**config.mk**
```make
export PLATFORM = sky130hd
export DESIGN_NAME = pipe_ctrl
export DESIGN_NICKNAME = d
export VERILOG_FILES = /design/src/rtl/pipe_ctrl_pkg.sv /design/src/rtl/pipe_ctrl_hazard_detect.sv /design/src/rtl/pipe_ctrl.sv
export SDC_FILE = /design/constraint.sdc
export NUM_CORES = 1
export LEC_CHECK = 0
export CAP_MARGIN = 0
export CORE_MARGIN = 5
export CORE_UTILIZATION = 57
export DETAILED_ROUTE_END_ITERATION = 10
export DONT_BUFFER_PORTS = 1
export PLACE_DENSITY_LB_ADDON = 0.05
export SKIP_LAST_GASP = 1
export SLEW_MARGIN = 0
export SYNTH_ARGS = -nofsm -noshare
export SYNTH_HDL_FRONTEND = slang
export SYNTH_SLANG_ARGS = --single-unit
```
**constraint.sdc**
```tcl
create_clock -name clk -period 3.1 [get_ports clk]
set_clock_uncertainty 0.15 [all_clocks]
set_input_delay 0.31 -clock clk [delete_from_list [all_inputs] [get_ports clk]]
set_output_delay 0.31 -clock clk [all_outputs]
set_load 0.005 [all_outputs]
```
**src/rtl/pipe_ctrl_pkg.sv**
```systemverilog
`default_nettype none
// ============================================================================
//  Module      : pipe_ctrl_pkg
//  Description : Shared types and constants for the 5-stage pipeline
//                sequencer and the stage registers it controls.
//  Revision    : 1.0 - initial release
// ============================================================================
package pipe_ctrl_pkg;

    // Architectural zero register; never a real hazard source.
    localparam logic [4:0] REG_ZERO = 5'd0;

    // RUN: normal sequencing. DRAIN: redirect held until the ibus is idle.
    typedef enum logic [0:0] {
        RUN   = 1'b0,
        DRAIN = 1'b1
    } ctrl_state_t;

    // Per-stage control bundle, so stage registers can take a single port.
    typedef struct packed {
        logic pc_en;
        logic pc_sel_redirect;
        logic if_id_en;
        logic if_id_flush;
        logic id_ex_en;
        logic id_ex_bubble;
        logic ex_mem_en;
        logic mem_wb_en;
        logic mem_wb_bubble;
    } pipe_ctrl_t;

endpackage : pipe_ctrl_pkg
`default_nettype wire

```
**src/rtl/pipe_ctrl_hazard_detect.sv**
```systemverilog
`default_nettype none
// ============================================================================
//  Module      : hazard_detect
//  Description : Combinational load-use hazard check between the load in
//                execute and the source operands of the instruction in decode.
//  Revision    : 1.0 - initial release
// ============================================================================
module hazard_detect
    import pipe_ctrl_pkg::*;
(
    input  logic       id_valid,
    input  logic [4:0] id_rs1,
    input  logic [4:0] id_rs2,
    input  logic       id_uses_rs1,
    input  logic       id_uses_rs2,
    input  logic       ex_valid,
    input  logic       ex_is_load,
    input  logic [4:0] ex_rd,
    output logic       load_use
);

    logic w_rs1_hit;
    logic w_rs2_hit;
    logic w_ex_writes;

    // A load targeting x0 writes nothing, so it can never create a hazard.
    always_comb begin
        w_ex_writes = ex_valid & ex_is_load & (ex_rd != REG_ZERO);
        w_rs1_hit   = id_uses_rs1 & (id_rs1 == ex_rd);
        w_rs2_hit   = id_uses_rs2 & (id_rs2 == ex_rd);
        load_use    = w_ex_writes & id_valid & (w_rs1_hit | w_rs2_hit);
    end

endmodule : hazard_detect
`default_nettype wire

```
**src/rtl/pipe_ctrl.sv**
```systemverilog
`default_nettype none
// ============================================================================
//  Module      : pipe_ctrl
//  Description : Central sequencer for the 5-stage core. Produces stage
//                enables, bubbles and flushes from bus busy, load-use hazards
//                and execute-stage redirects; holds a redirect across an
//                outstanding fetch; counts stall cycles and applied flushes.
//  Revision    : 1.0 - initial release
// ============================================================================
module pipe_ctrl
    import pipe_ctrl_pkg::*;
#(
    parameter int XLEN  = 64,
    parameter int CNT_W = 32
) (
    input  logic             clk,
    input  logic             reset,
    input  logic             if_busy,
    input  logic             mem_busy,
    input  logic             id_valid,
    input  logic [4:0]       id_rs1,
    input  logic [4:0]       id_rs2,
    input  logic             id_uses_rs1,
    input  logic             id_uses_rs2,
    input  logic             ex_valid,
    input  logic             ex_is_load,
    input  logic [4:0]       ex_rd,
    input  logic             redirect_valid,
    input  logic [XLEN-1:0]  redirect_pc,
    output logic             pc_en,
    output logic             pc_sel_redirect,
    output logic [XLEN-1:0]  pc_target,
    output logic             if_id_en,
    output logic             if_id_flush,
    output logic             id_ex_en,
    output logic             id_ex_bubble,
    output logic             ex_mem_en,
    output logic             mem_wb_en,
    output logic             mem_wb_bubble,
    output logic [CNT_W-1:0] stall_cycles,
    output logic [CNT_W-1:0] flush_count
);

    ctrl_state_t      state_q, state_d;
    logic [XLEN-1:0]  held_q, held_d;
    logic [CNT_W-1:0] stall_cycles_q, stall_cycles_d;
    logic [CNT_W-1:0] flush_count_q, flush_count_d;

    pipe_ctrl_t       w_ctrl;
    logic [XLEN-1:0]  w_pc_target;
    logic             w_flush_inc;
    logic             w_load_use;

    hazard_detect u_hazard (
        .id_valid    (id_valid),
        .id_rs1      (id_rs1),
        .id_rs2      (id_rs2),
        .id_uses_rs1 (id_uses_rs1),
        .id_uses_rs2 (id_uses_rs2),
        .ex_valid    (ex_valid),
        .ex_is_load  (ex_is_load),
        .ex_rd       (ex_rd),
        .load_use    (w_load_use)
    );

    // Next-state and stage control decode, in priority order:
    // reset, mem_busy freeze, DRAIN replay, redirect, load-use, fetch wait.
    always_comb begin
        w_ctrl      = '0;
        w_pc_target = redirect_pc;
        w_flush_inc = 1'b0;
        state_d     = state_q;
        held_d      = held_q;

        if (reset) begin
            w_ctrl.if_id_flush   = 1'b1;
            w_ctrl.id_ex_bubble  = 1'b1;
            w_ctrl.mem_wb_bubble = 1'b1;
            w_pc_target          = '0;
            state_d              = RUN;
            held_d               = '0;
        end else if (mem_busy) begin
            // Everything up to EX/MEM holds; EX re-presents any redirect later.
            w_ctrl.mem_wb_en     = 1'b1;
            w_ctrl.mem_wb_bubble = 1'b1;
            if (state_q == DRAIN) begin
                w_pc_target = held_q;
            end
        end else if (state_q == DRAIN) begin
            // Discard whatever the outstanding fetch returns.
            w_pc_target          = held_q;
            w_ctrl.if_id_en      = 1'b1;
            w_ctrl.if_id_flush   = 1'b1;
            w_ctrl.id_ex_en      = 1'b1;
            w_ctrl.ex_mem_en     = 1'b1;
            w_ctrl.mem_wb_en     = 1'b1;
            if (!if_busy) begin
                w_ctrl.pc_en           = 1'b1;
                w_ctrl.pc_sel_redirect = 1'b1;
                w_flush_inc            = 1'b1;
                state_d                = RUN;
            end
        end else if (redirect_valid) begin
            w_ctrl.if_id_en      = 1'b1;
            w_ctrl.if_id_flush   = 1'b1;
            w_ctrl.id_ex_en      = 1'b1;
            w_ctrl.id_ex_bubble  = 1'b1;
            w_ctrl.ex_mem_en     = 1'b1;
            w_ctrl.mem_wb_en     = 1'b1;
            if (!if_busy) begin
                w_ctrl.pc_en           = 1'b1;
                w_ctrl.pc_sel_redirect = 1'b1;
                w_flush_inc            = 1'b1;
            end else begin
                // PC cannot move while a fetch is in flight; replay later.
                held_d  = redirect_pc;
                state_d = DRAIN;
            end
        end else if (w_load_use) begin
            w_ctrl.id_ex_en      = 1'b1;
            w_ctrl.id_ex_bubble  = 1'b1;
            w_ctrl.ex_mem_en     = 1'b1;
            w_ctrl.mem_wb_en     = 1'b1;
        end else if (if_busy) begin
            w_ctrl.if_id_en      = 1'b1;
            w_ctrl.if_id_flush   = 1'b1;
            w_ctrl.id_ex_en      = 1'b1;
            w_ctrl.ex_mem_en     = 1'b1;
            w_ctrl.mem_wb_en     = 1'b1;
        end else begin
            w_ctrl.pc_en         = 1'b1;
            w_ctrl.if_id_en      = 1'b1;
            w_ctrl.id_ex_en      = 1'b1;
            w_ctrl.ex_mem_en     = 1'b1;
            w_ctrl.mem_wb_en     = 1'b1;
        end

        // Counters wrap naturally at 2^CNT_W.
        stall_cycles_d = stall_cycles_q + CNT_W'(!w_ctrl.pc_en);
        flush_count_d  = flush_count_q + CNT_W'(w_flush_inc);
    end

    // State, held redirect target and performance counters.
    always_ff @(posedge clk) begin
        if (reset) begin
            state_q        <= RUN;
            held_q         <= '0;
            stall_cycles_q <= '0;
            flush_count_q  <= '0;
        end else begin
            state_q        <= state_d;
            held_q         <= held_d;
            stall_cycles_q <= stall_cycles_d;
            flush_count_q  <= flush_count_d;
        end
    end

    assign pc_en           = w_ctrl.pc_en;
    assign pc_sel_redirect = w_ctrl.pc_sel_redirect;
    assign pc_target       = w_pc_target;
    assign if_id_en        = w_ctrl.if_id_en;
    assign if_id_flush     = w_ctrl.if_id_flush;
    assign id_ex_en        = w_ctrl.id_ex_en;
    assign id_ex_bubble    = w_ctrl.id_ex_bubble;
    assign ex_mem_en       = w_ctrl.ex_mem_en;
    assign mem_wb_en       = w_ctrl.mem_wb_en;
    assign mem_wb_bubble   = w_ctrl.mem_wb_bubble;
    assign stall_cycles    = stall_cycles_q;
    assign flush_count     = flush_count_q;

endmodule : pipe_ctrl
`default_nettype wire
```
; ---- Yosys cells after proc, flatten, opt, wreduce, memory -nomap -nowiden
; Index checks and enable logic that the tools add are counted.
[classes]
div = 0
bitwise = 9
add_sub_neg = 2
n_mux = 29
n_mul = 0
magnitude_cmp = 0
n_reduce_logical = 3
eq_ne = 2
shifts = 0
[ops]
columns = cell, n
row1 = $mux W64, 2
row2 = $add A32 B1 Y32, 2
row3 = $mux W1, 19
row4 = $eq A5 B5 Y1, 2
row5 = $mux W2, 4
row6 = $mux W7, 1
row7 = $and A1 B1 Y1, 6
row8 = $mux W6, 1
row9 = $mux W5, 1
row10 = $reduce_bool A5 Y1, 1
row11 = $reduce_and A4 Y1, 1
row12 = $mux W3, 1
row13 = $not A1 Y1, 2
row14 = $logic_not A1 Y1, 1
row15 = $or A1 B1 Y1, 1
[word_totals]
wordCells = 49
rom_bits = 0
reg_bits = 129
mem_bits_rw = 0
latch_bits = 0
mem_count = 0
output_inout_bits = 137

; ---- Longest topological paths before layout
[depth]
depth_word = 11
depth_mapped = 12

; ---- By module
; A second synthesis with hierarchy kept.
[unflattened]
hier_cells = 801
area_unflattened_um2 = 6352.3
[by_module_without_submodules]
columns = mod, area_per_inst_um2, instances, cells_each
row1 = pipe_ctrl, 6221.0, 1, 784
row2 = hazard_detect, 131.4, 1, 17

; ---- Worst setup path before layout
; No wires, ideal clock.
[synth_path]
kind = input to register
from = input ex_rd[0]
to = register stall_cycles_q[26] (netlist: stall_cycles[26])
path_slack_ps = 150
arrival_ps = 2699
setup_time_ps = 101
n_path_buf = 1
cell_stages = 11
cell_sequence = or4_1 > o2111ai_1 > nor3_1 > a21o_1 > ha_1 > ha_1 > and3_1 > nand4_1 > clkbuf_1 > o311ai_0 > o41ai_1
[synth_via]
elab_chain_len = 11
elab_cells_between_ends = 16
[synth_lines]
columns = item, line_no
row1 = "start, declared", pipe_ctrl.sv:27  ; input logic [4:0] ex_rd,
row2 = "$eq A5 B5 Y1, or another cell as far along", pipe_ctrl_hazard_detect.sv:29  ; w_rs1_hit = id_uses_rs1 & (id_rs1 == ex_rd);
row3 = "$and A1 B1 Y1, on equally long branches", "pipe_ctrl_hazard_detect.sv:29, pipe_ctrl_hazard_detect.sv:28, pipe_ctrl_hazard_detect.sv:30"
row4 = $or A1 B1 Y1 / $and A1 B1 Y1 (equally long branches), pipe_ctrl_hazard_detect.sv:31  ; load_use = w_ex_writes & id_valid & (w_rs1_hit | w_rs2_hit);
row5 = $and A1 B1 Y1 *, pipe_ctrl_hazard_detect.sv:31
row6 = $mux W1 *, pipe_ctrl.sv:119  ; end else if (w_load_use) begin
row7 = $mux W1 *, pipe_ctrl.sv:103  ; end else if (redirect_valid) begin
row8 = $mux W5 *, pipe_ctrl.sv:89  ; end else if (state_q == DRAIN) begin
row9 = $mux W7 *, pipe_ctrl.sv:82  ; end else if (mem_busy) begin
row10 = $mux W3 *, pipe_ctrl.sv:75  ; if (reset) begin
row11 = $logic_not A1 Y1 *, pipe_ctrl.sv:139  ; stall_cycles_d = stall_cycles_q + CNT_W'(!w_ctrl.pc_en);
row12 = $add A32 B1 Y32 *, pipe_ctrl.sv:139
row13 = "end signal, assigned", pipe_ctrl.sv:153  ; stall_cycles_q <= stall_cycles_d;
row14 = "end, declared", pipe_ctrl.sv:46  ; logic [CNT_W-1:0] stall_cycles_q, stall_cycles_d;
; Every way passes the cells marked *; elsewhere a longest branch is shown, timed or not.
; A chain may end at the register's enable or synchronous reset.

; ---- Worst setup path in the final report
[layout_path]
from = register state_q
to = register stall_cycles_q[15] (netlist: stall_cycles[15])
[layout_via]
elab_chain_len = 5
[layout_lines]
columns = item, line_no
row1 = "start, declared", pipe_ctrl.sv:44  ; ctrl_state_t state_q, state_d;
row2 = "start signal, assigned", pipe_ctrl.sv:151  ; state_q <= state_d;
row3 = $mux W5, pipe_ctrl.sv:89
row4 = $mux W7, pipe_ctrl.sv:82
row5 = $mux W3, pipe_ctrl.sv:75
row6 = $logic_not A1 Y1, pipe_ctrl.sv:139
row7 = $add A32 B1 Y32, pipe_ctrl.sv:139
; Every way passes these cells.

==> out/metrics.yaml <==
status: "finished, final reports clean"
synth_largest_area_cell: "dfxtp_1"
start_kind: "register"
grt_pass1_vias: 5681
crit_start: "state_q"
clkTransAtPathRegs_ns: 0.06
fillers: 858
vias: 5949
area_growth_syn_to_layout_pct: 20.8
yosysTopAreaCellShare_pct: 41.0
cts_tree: "built"
fin_crit_ns: 2.72
crit_arrival_ns: 3.02
final_max_slew_viol_count: 0
timing.final.crit_share_pct: 87.8
postSynth.asyncResetShare_pct: 0
netlist_area_sq_mm: 0.00629
ys_types: 39
track_usage_pct: 26.2
initial_core_util_pct: 58.1
fin_area_sq_mm: 0.00760
p_per_area_mw_per_mm2: 511
vias_per_cell: 6.00
hp-class: "primary input to register"
routedWlPerCell_um: 17.9
cts.sinks: 129
grt_pass1_wl_um: 27900
ant_nets: 0
post_synth_inst_count: 798
chipWidth_um: 115
initialDrtViolationCount: 436
cp_data_required_time_ns: 3.40
dpl_cell_area_sq_mm: 0.00636
syn-mean-instance-area_sq_um: 7.89
clock_latency_ns: 0.52
setup-violations-final: 0
grt_max_degree: 134
ctsRootBufferMaster: "clkbuf_8"
fmaxAchievable_ghz: 0.367
rsz0062_at_grt: "false"
cts_made_buffers: 17
die_h_um: 115
firstDrtPassIters: 5
worstSetupPathType: "register to register"
syn-num-nets: 891
dieArea_sq_mm: 0.0132
hold_path_startpoint: "reset"
hold_viol: 0
hold_end: "stall_cycles[19]"
synth_edf_count: 0
r2r_setup_slack_ns: 0.38
place_congestion: 0.809
wl_um: 17700
coreArea_sq_mm: 0.0108
yosys-top-cells-count: "148 x nand2_1, 129 x dfxtp_1, 96 x a21oi_1, 94 x nor2_1, 64 x mux2i_1"
drcViolationCount: 0
r2r-start: "state_q"
synthFlopType: "dfxtp_1"
cts.path.max_buffers: 2
slew_headroom_pct: 24.6
ys_ff_latch: 129
irDropWorstVdd_mv: 0.359
yosysSeqAreaShare_pct: 41.0
io_buffer_count: 0
r2r_end: "stall_cycles[15]"
ys_warn_count: 0
rows: 38
worstHoldPathCells: 2
drv_cap: 0
cts_setup_buffers: 0
p_leak_uw: 0.00260
hpwl_um: 10900
yosysMostFrequentCell: "nand2_1"
io_pins: 226
antenna_found_initial: 0
tightest_slew_ns: 1.13
ctsHtreeMaxLevel: 4
worstRegToRegCells: 8
synth.area.top_cells: "dfxtp_1 41%, mux2i_1 10%, nand2_1 8.8%"
final_nets: 931
layout-drive-gt1-share_pct: 6.93
setup_tns_ns: 0
crit_fanout: 18
overflow: 0
antenna_cells: 0
worstSetupEndpointType: "register"
==> layer usage <==
layer  vias up  share of wire (%)  routed length, um  track usage [%]
li1       2843                  -                  -                -
met1      2792                 38               6660             29.7
met2       272                 50               8850             44.6
met3        42                9.3               1660             8.63
met4         0                3.2                562             12.3
met5         -                  0                  0                0
==> metrics by stage <==
stage	hold slack (ns)	cells	setup WS (ns)	util (%)	power [uW]
floorplan	0.286	798	0.150	-	1960
global placement	0.247	892	0.0905	58.7	1970
detailed placement	0.246	892	0.0377	58.7	1980
CTS	0.0783	991	0.383	70.2	3910
global route	0.106	991	0.230	70.2	4050
finish	0.0549	991	0.378	70.2	3880
==> power breakdown <==
part / switching [uW] / total [uW] / internal [uW]
sequential: 22.2 / 1710 / 1690
combinational: 174 / 333 / 159
clock: 698 / 1840 / 1140
total: 894 / 3880 / 2990
==> layout make-up <==
class / instances / area (sq um) / share of cell area, %
clock buffer: 22 / 473 / 6.22
sequential: 129 / 2590 / 34.0
multi-input combinational: 598 / 3430 / 45.1
clock inverter: 10 / 83.8 / 1.10
tap: 140 / 175 / 2.30
timing repair buffer: 80 / 811 / 10.7
inverter: 12 / 45.0 / 0.592
==> logic make-up (layout without fill, tap and decap cells) <==
family	Yosys count	in the layout	synth area share (%)
compound gates	140	140	12.4
xor+xnor	31	31	4.31
fa+ha+maj	4	4	0.795
buf+inv	71	124	4.47
flops	129	129	41.0
mux	69	69	11.1
simple gates	354	354	25.9
==> what timing repair did <==
| action | CTS | global route |
|---|---|---|
| resized for setup | 0 | 0 |
| endpoints found under the hold margin | 129 | 0 |
| hold buffers | 67 | 0 |
==> placed cells by master, fill, tap and decap left out, types with 2 or more instances in the layout <==
cell           netlist  layout
a21oi_1             96      96
and2_1               2       2
and3_1               6       6
and4_1               8       8
buf_12               0       2
buf_4                1      11
clkbuf_16            0      16
clkbuf_8             0       5
clkinv_2             0       6
clkinvlp_4           0       2
dfxtp_1            129     128
dlygate4sd3_1        0      66
ha_1                 4       4
inv_1               12      12
mux2_2               5       5
mux2i_1             64      64
nand2_1            148     148
nand3_1             16      16
nand4_1             18      18
nor2_1              94      94
nor2b_1              9       9
nor3_1               6       6
nor4_1               5       5
o21ai_0             18      18
o311ai_0             4       4
o31ai_1             12      12
o41ai_1              4       4
or2_2                5       5
or3_1               19      19
or4_1               15      15
xnor2_1             17      17
xor2_1              14      14
==> worst max-delay path, cell delays in order (launching register included) <==
cell and delay (ns):
dfxtp_4 0.36, nor3_1 0.32, a21o_1 0.20, ha_1 0.19
nand3_2 0.09, or4_1 0.47, buf_4 0.21, or4_1 0.49
a21oi_1 0.16
==> registers in the layout, indices dropped and copies added, names as in the netlist <==
register / count
state_q: 1
held_q: 64
stall_cycles: 32
flush_count: 32
==> worst max-delay path by stage <==
stage                       end  slack (ns)  cells after the start
6_report       stall_cycles[15]        0.38                      8
5_1_grt        stall_cycles[15]        0.23                      8
4_1_cts        stall_cycles[15]        0.38                      8
3_5_place_dp   stall_cycles[30]        0.04                     11
3_3_place_gp   stall_cycles[30]        0.09                     11
2_1_floorplan  stall_cycles[26]        0.15                     11
No activity file was read; power rests on OpenSTA's default activity.
